File: config.mk
export PLATFORM = sky130hd
export DESIGN_NAME = image_receiver
export DESIGN_NICKNAME = d
export VERILOG_FILES = /design/src/rtl/image_receiver.sv
export SDC_FILE = /design/constraint.sdc
export NUM_CORES = 1
export LEC_CHECK = 0
export CAP_MARGIN = 30
export CORE_MARGIN = 1
export CORE_UTILIZATION = 45
export CTS_BUF_LIST = sky130_fd_sc_hd__clkbuf_4
export DETAILED_ROUTE_END_ITERATION = 8
export DONT_BUFFER_PORTS = 1
export RECOVER_POWER = 50
export SYNTH_ARGS = -nofsm -noshare
export SYNTH_HDL_FRONTEND = slang
export SYNTH_SLANG_ARGS = --single-unit
File: constraint.sdc
create_clock -name clock -period 6 [get_ports clock]
set_input_delay 1.8 -clock clock [delete_from_list [all_inputs] [get_ports clock]]
set_output_delay 1.8 -clock clock [all_outputs]
set_load 0.02 [all_outputs]
File: src/rtl/image_receiver.sv
// image_receiver
//   Downstream end of an image pipe. Requests one frame, accepts pixels under
//   Ready/Valid flow control, checks Start/Stop framing against the expected
//   geometry, keeps a running data checksum and captures one probe pixel.
//
//   Parameters
//     Width, Height  frame geometry in pixels
//     DataWidth      width of the pixel Data word
//     Timeout        cycles without an accepted pixel before aborting (0 = never)
//     ChecksumWidth  width of the running data sum
//
//   Ports
//     clock, reset        system clock, synchronous active-high reset
//     go                  start a frame capture (only honoured when idle or done)
//     abort               cancel the frame in progress
//     ready_enable        gates Ready (backpressure)
//     probe_x, probe_y    position of the pixel whose Data is captured
//     request, cancel,
//     ready               sink-driven pipe signals
//     start, stop, valid,
//     error, data         source-driven pipe signals
//     busy                frame in progress
//     done                one-cycle pulse at frame end (normal or error)
//     pixel_count         pixels accepted this frame
//     checksum            sum of accepted Data, modulo 2^ChecksumWidth
//     probe_data          Data of the pixel at (probe_x, probe_y)
//     status              sticky flags: [0] start [1] stop [2] short
//                         [3] upstream [4] timeout
module image_receiver #(
  parameter int Width         = 4,
  parameter int Height        = 3,
  parameter int DataWidth     = 24,
  parameter int Timeout       = 1024,
  parameter int ChecksumWidth = 32,
  localparam int XW = (Width > 1) ? $clog2(Width) : 1,
  localparam int YW = (Height > 1) ? $clog2(Height) : 1
) (
  input  logic                     clock,
  input  logic                     reset,
  input  logic                     go,
  input  logic                     abort,
  input  logic                     ready_enable,
  input  logic [XW-1:0]            probe_x,
  input  logic [YW-1:0]            probe_y,
  output logic                     request,
  output logic                     cancel,
  output logic                     ready,
  input  logic                     start,
  input  logic                     stop,
  input  logic                     valid,
  input  logic                     error,
  input  logic [DataWidth-1:0]     data,
  output logic                     busy,
  output logic                     done,
  output logic [31:0]              pixel_count,
  output logic [ChecksumWidth-1:0] checksum,
  output logic [DataWidth-1:0]     probe_data,
  output logic [4:0]               status
);

  typedef enum logic [2:0] {
    IDLE,
    REQUEST,
    RECEIVE,
    CANCEL,
    DONE
  } state_t;

  state_t                   state_reg, state_next;
  logic [XW-1:0]            x_reg;
  logic [YW-1:0]            y_reg;
  logic [31:0]              idle_cycles_reg;
  logic                     done_reg;
  logic [31:0]              count_reg;
  logic [ChecksumWidth-1:0] checksum_reg;
  logic [DataWidth-1:0]     probe_reg;
  logic [4:0]               status_reg;

  logic accept;
  logic at_origin;
  logic at_last;
  logic at_row_end;
  logic timeout_hit;
  logic start_frame;

  // Pipe control is decoded directly from the state register, so it is glitch
  // free; ready_enable only masks Ready for backpressure.
  assign request = (state_reg == REQUEST);
  assign cancel  = (state_reg == CANCEL);
  assign ready   = (state_reg == RECEIVE) && ready_enable;
  assign busy    = (state_reg == REQUEST) || (state_reg == RECEIVE) || (state_reg == CANCEL);
  assign done    = done_reg;

  assign accept      = valid && ready;
  assign at_origin   = (x_reg == '0) && (y_reg == '0);
  assign at_row_end  = (x_reg == XW'(Width - 1));
  assign at_last     = at_row_end && (y_reg == YW'(Height - 1));
  // The counter holds the number of idle RECEIVE cycles already elapsed, so the
  // current idle cycle is the Timeout-th one when it equals Timeout-1.
  assign timeout_hit = (Timeout != 0) && (idle_cycles_reg == 32'(Timeout - 1));
  assign start_frame = go && ((state_reg == IDLE) || (state_reg == DONE));

  assign pixel_count = count_reg;
  assign checksum    = checksum_reg;
  assign probe_data  = probe_reg;
  assign status      = status_reg;

  always_ff @(posedge clock) begin
    if (reset) begin
      state_reg <= IDLE;
    end else begin
      state_reg <= state_next;
    end
  end

  // abort outranks frame end and timeout; an accept in the same cycle is still
  // counted by the datapath below.
  always_comb begin
    state_next = state_reg;
    case (state_reg)
      IDLE:    if (go) state_next = REQUEST;
      REQUEST: state_next = abort ? CANCEL : RECEIVE;
      RECEIVE: begin
        if (abort) begin
          state_next = CANCEL;
        end else if (accept && (at_last || stop)) begin
          state_next = DONE;
        end else if (!accept && timeout_hit) begin
          state_next = CANCEL;
        end
      end
      // The timeout flag was set on the edge that entered CANCEL, so it tells
      // a timed-out frame (which reports done) from a user abort (which does not).
      CANCEL:  state_next = status_reg[4] ? DONE : IDLE;
      DONE:    if (go) state_next = REQUEST;
      default: state_next = IDLE;
    endcase
  end

  always_ff @(posedge clock) begin
    if (reset) begin
      x_reg           <= '0;
      y_reg           <= '0;
      idle_cycles_reg <= '0;
      done_reg        <= 1'b0;
      count_reg       <= '0;
      checksum_reg    <= '0;
      probe_reg       <= '0;
      status_reg      <= '0;
    end else begin
      done_reg <= (state_next == DONE) && (state_reg != DONE);
      if (start_frame) begin
        x_reg           <= '0;
        y_reg           <= '0;
        idle_cycles_reg <= '0;
        count_reg       <= '0;
        checksum_reg    <= '0;
        probe_reg       <= '0;
        status_reg      <= '0;
      end else if (state_reg == RECEIVE) begin
        if (accept) begin
          idle_cycles_reg <= '0;
          count_reg       <= count_reg + 32'd1;
          checksum_reg    <= checksum_reg + ChecksumWidth'(data);
          if ((x_reg == probe_x) && (y_reg == probe_y)) begin
            probe_reg <= data;
          end
          if (at_row_end) begin
            x_reg <= '0;
            y_reg <= y_reg + YW'(1);
          end else begin
            x_reg <= x_reg + XW'(1);
          end
          if (start != at_origin) status_reg[0] <= 1'b1;
          if (at_last && !stop)   status_reg[1] <= 1'b1;
          if (stop && !at_last)   status_reg[2] <= 1'b1;
          if (error)              status_reg[3] <= 1'b1;
        end else begin
          idle_cycles_reg <= idle_cycles_reg + 32'd1;
          if (timeout_hit && !abort) status_reg[4] <= 1'b1;
        end
      end
    end
  end

endmodule
### Word-level counts from Yosys, hierarchy flattened

Cells that the tools add are included.

* bits of input ports: 37
* register bits after elaboration: 133

* equality and inequality tests: 12
* bitwise gates (word level): 1
* reductions and logical operators: 33
* add/subtract/negate cells: 5
* multiplexer cells: 9

Operators by type and width (number)
* 32-bit by 1-bit adder with 32-bit output, second input constant: 2
* 32-bit by 24-bit adder with 32-bit output: 1
* 32-bit by 10-bit == test with 1-bit output, second input constant: 1
* 32-bit 2-to-1 mux: 1
* 3-bit AND reduction: 7
* 3-bit 2-to-1 mux: 5
* 1-bit logical AND: 12
* 3-bit one-hot mux with 4 select lines: 1
* 3-bit by 2-bit == test with 1-bit output, second input constant: 2
* 3-bit == test, second input constant: 2
* 2-bit by 1-bit adder with 2-bit output, second input constant: 2
* 2-bit == test: 2
* 2-bit == test, second input constant: 2
* 1-bit logical NOT: 4
* 2-bit logical NOT: 2
* 1-bit logical OR: 4
* 2-bit OR reduction: 2
* 3-bit by 1-bit == test with 1-bit output, second input constant: 1
* 3-bit logical NOT: 1
* 3-bit != test, second input constant: 1
* 2-bit 2-to-1 mux: 1
* 2-bit AND reduction: 1
* 1-bit 2-to-1 mux: 1
* 1-bit != test: 1
* 1-bit NOT: 1

### Logic depth before layout (Yosys ltp)

* depth in word-level cells: 11
* depth in mapped cells: 10
* depth with buffers taken out: 10

### Worst setup path after synthesis

No wires, ideal clock.

* kind: input port to flip-flop
* start: in data[9]
* end: reg checksum_reg[26] (netlist: checksum[26])
* required time: 5.928 ns
* arrival time: 3.776 ns
* library setup time: 0.072 ns
* stages on the path: 9
* slack: 2.153 ns
* path buffers: 1
* path through: ha_1 > clkbuf_1 > nand2_1 > or4_1 > a21oi_1 > o21a_1 > nor2_1 > nor4_1 > mux2i_1

* cells in the longest elaborated chain, start to end: 1

RTL lines
* start, declared: RTL line 52 `input logic [DataWidth-1:0] data,`
* 32-bit by 24-bit adder with 32-bit output: RTL line 164 `checksum_reg <= checksum_reg + ChecksumWidth'(data);`
* end signal, assigned: RTL line 164
* end, declared: RTL line 75 `logic [ChecksumWidth-1:0] checksum_reg;`

No other way between the ends.
A chain may end at the register's enable or synchronous reset.

### Worst setup path in the final report

* start: in go
* end: reg checksum_reg[22] (netlist: checksum[22])

* cells in the longest elaborated chain, start to end: 2

RTL lines
* start, declared: RTL line 40 `input logic go,`
* 1-bit logical AND: RTL line 101 `assign start_frame = go && ((state_reg == IDLE) || (state_reg == DONE));`
* 2-bit OR reduction (no source line)

No other way between the ends.

==> reports/results.md <==
| Step | Parameter | This run |
| --- | --- | --- |
| status | Status | finished, violations left |
| status | Violated checks | design-rule violations, max-capacitance violations, max-slew violations |
| global routing | Tot GR Track Use | 21.4% |
| routing | Wire length per cell | 16.2 um |
| synthesis | Mux contribution to synthesized area | 4.10% |
| worst setup path | Critical path endpoint category | register |
| global routing | Antenna violations before repair | 0 |
| worst setup path | Reg-to-reg critical path startpoint | state_reg[0]$_SDFF_PP0_ |
| synthesis | Post-synthesis instance area | 6840 sq um |
| worst setup path | Critical path data required time | 6440 ps |
| layout | Net total in the final layout | 883 |
| routing | Top metal layer carrying routed signals | met4 |
| synthesis | Post-synthesis cell type count | 62 |
| hold path | Hold path start | idle_cycles_reg[1]$_SDFFE_PP0P_ |
| synthesis | Net count after synthesis | 888 |
| routing | Final wirelength | 16.3 mm |
| global routing | Vias in the first global route | 5500 |
| hold path | Worst Hold Class | reg -> reg |
| place | Weighted congestion reported at the end of routability-driven placement | 0.904 |
| routing | Initial drt markers | 285 |
| synthesis | Count of synthesis-stage warnings from yosys | 0 |
| clock tree | Cts-stage hold buffer count | 0 |
| synthesis | Largest family of logic cells by synthesized area | simple AND/OR/NAND/NOR gates |
| sta | Max-slew headroom | -51.2% |
| clock tree | Num CTS Buffers | 17 |
| layout | Commonest non-fill, non-tap cell in the layout | dfxtp_1 |
| synthesis | Synth Flop Type | dfxtp_1 |
| clock tree | Number of buffers on the longest clock path | 2 |
| layout | Most frequent cells in the layout | 133 x dfxtp_1, 121 x nor2_1, 93 x nand2_1 |
| sta | Worst hold margin | 485 ps |
| sta | Fmax | 225 MHz |
| die | Vertical die dimension | 125 um |
| worst setup path | Max Fanout on Critical Path | 50 |
| power | Peak supply drop | 110 uV |
| layout | Proportion of layout cells with a drive suffix above 1 | 5.20% |
| synthesis | Synthesized instance count | 820 |
| global routing | Remaining global-route overflow | 0 |
| routing | Number of vias after detailed routing | 5720 |
| routing | Met3 wirelength from detailed routing | 1.25 mm |
| synthesis | Register area share after synthesis | 39.0% |
| die | I/O pin cnt | 135 |
| layout | Antenna diode count | 0 |
| clock tree | Buffer cell driving the clock tree root | clkbuf_4 |
| die | Core Footprint | 14700 sq um |
| global routing | Global-route wire length before repair | 27.0 mm |
| place | Detail Placement HPWL | 12.1 mm |
| sta | Final hold vios | 0 |
| die | Die W | 125 um |
| clock tree | Buffer count from post-CTS setup fixing | 0 |
| hold path | Hold path cells | 2 |
| die | Number of standard-cell rows in the floorplan | 44 |
| place | Port Buf Inserts | 0 |
| routing | Length of the first detailed-routing pass in iterations | 7 |
| synthesis | Simple-Gate Fraction of Synth Area | 25.6% |
| die | Die ar. | 15700 sq um |
| routing | DRC Markers | 7 |
| clock tree | Resized Gates After CTS | 0 |
| sta | Final setup viols | 0 |
| clock tree | Later-pin clock latency in the skew report | 550 ps |
| clock tree | Number of H-tree branching levels | 4 |
| sta | Worst slew pin tran | 2270 ps |
| routing | Routed via count divided by cell count | 5.66 |
| layout | Flip-flop and latch area | 2660 sq um |
| layout | Number of filler cells placed in the layout | 1413 |
| worst setup path | Reg-to-reg slack, setup | 2040 ps |
| power | Leakage component of the power | 0.00271 uW |
| synthesis | Synthesized-area fraction occupied by ao, oa, aoi and oai cells | 12.6% |
| worst setup path | Critical Path AT | 4890 ps |
| synthesis | Area share of fa/ha/maj cells after synthesis | 5.78% |
| synthesis | Share of flip-flops with an asynchronous set or reset | 0% |
| worst setup path | Critical path type | in -> reg |
| clock tree | Total number of clock tree sinks | 133 |
| sta | Total negative setup slack | 0 ps |
| sta | Max Transition Viols Final | 76 |
| global routing | Maximum number of pins on one net before global-route repair | 51 |
| layout | Total area of multi-input combinational cells | 3960 sq um |
| synthesis | EDFF count, synth | 0 |
| sta | Setup repair after global routing missed its margin | no |
| power | Pwr dens | 232 nW/um^2 |
| sta | Shortest clock period the worst path allows after layout | 4450 ps |
| synthesis | Mapped Avg Cell Area | 8.34 sq um |
| sta | Clock Skews | 16.5 ps |
| flow run | Max Cap Viol | 2 |
| worst setup path | Capture point of the worst reg-to-reg path | checksum[22]$_SDFFE_PP0P_ |
| worst setup path | Worst r2r path cells | 5 |
| routing | Number of antenna-violating nets in the routed design | 0 |
| routing | Wire length the detailed router placed on met1 | 7.43 mm |
| die | Initial Utilization | 46.5% |
| synthesis | Seq cells post-synth | 133 |
| hold path | Destination of the worst hold path | idle_cycles_reg[1]$_SDFFE_PP0P_ |
| layout | Synth-to-layout area growth | 6.55% |
| synthesis | Share of the synthesized netlist area taken by xor and xnor gates | 9.87% |
| clock tree | Clock transition at the registers of the reported paths | 120 ps |
| sta | Share of the clock period used by the worst path after layout | 74.1% |
| routing | Routed length on met2 | 7.35 mm |
| clock tree | CTS tree | built |
| worst setup path | Startpoint class of the critical path | input pin |
-- synth_stat cells, types with 3 or more instances --
cell      number  area, sq um
o211ai_1       3         22.5
dfxtp_1      133         2660
nor2b_1        6         37.5
buf_2          3         15.0
ha_1          30          375
inv_1         20         75.1
and4_1         5         43.8
a211o_1        4         35.0
xnor2_1       24          210
nor2_1       120          450
a21o_1         7         52.6
o21ai_0       29          145
mux2i_1       28          280
clkbuf_1      23         86.3
a211oi_1       6         45.0
a31oi_1        4         25.0
nand2_1       93          349
buf_4          3         22.5
nand3_1       35          175
nand4_1       16          100
nand2b_1       5         31.3
and2_1         9         56.3
xor2_1        53          464
o21a_1         7         52.6
nor3_1        13         65.1
or3_1         14         87.6
a21oi_1       58          290
and3_1        16          100
nor4_1        11         68.8
-- worst max path at each step --
stage | start | end | slack [ps] | depth (start not counted)
after global placement | data[1] | checksum[27]$_SDFFE_PP0P_ | 1730 | 8
after detailed placement | data[4] | checksum[17]$_SDFFE_PP0P_ | 1870 | 8
after CTS | state_reg[1]$_SDFF_PP0_ | ready | 2160 | 2
final | go | checksum[22]$_SDFFE_PP0P_ | 1550 | 4
after global routing | go | checksum[22]$_SDFFE_PP0P_ | 1220 | 4
after floorplan | data[9] | checksum[26]$_SDFFE_PP0P_ | 2150 | 9
-- kinds of logic after synthesis --
logic type / count (synthesis)
adders and majority gates: 31
DFF: 133
and+or+nand+nor: 360
xor gates and xnor gates: 77
buffers and inverters: 51
muxes: 28
AOI/OAI and AO/OA: 140
-- critical path, cell delays in order --
cell	delay (ps)
a21o_1	890
clkbuf_1	1690
a21oi_1	60
a311o_1	410
-- power by group --
| group | total (uW) | internal, uW | leakage, uW | switching (uW) |
|---|---|---|---|---|
| Combinational | 119 | 35.5 | 0.00148 | 83.7 |
| Sequential | 898 | 887 | 0.00107 | 10.3 |
| Clock | 672 | 332 | 0.000162 | 340 |
-- stage by stage --
step / setup WS (ps) / cells / total power (uW) / util, % / area [sq um]
final: 1550 / 1011 / 1690 / 49.5 / 7280
after global routing: 1220 / 1011 / 1760 / 49.5 / 7280
after CTS: 2160 / 1011 / 1710 / 49.7 / 7300
after detailed placement: 1870 / 980 / 1040 / 47.5 / 6980
after global placement: 1730 / 978 / 1030 / 47.4 / 6970
after floorplan: 2150 / 820 / 1010 / - / 6840
-- routing by layer --
| metal | track usage [%] | vias to the layer above |
|---|---|---|
| met3 | 7.36 | 27 |
| li1 | - | 2854 |
| met5 | 0 | - |
| met4 | 7.39 | 0 |
| met1 | 26.7 | 2682 |
| met2 | 34.4 | 157 |
-- layout make-up --
type / count / share of cell area (%)
Sequential cell: 133 / 36.6
Clock inverter: 13 / 2.51
Clock buffer: 18 / 1.86
Tap cell: 184 / 3.16
Timing Repair Buffer: 7 / 0.567
Inverter: 20 / 1.03
Multi-Input combinational cell: 636 / 54.3
No activity file was read; power rests on OpenSTA's default activity.
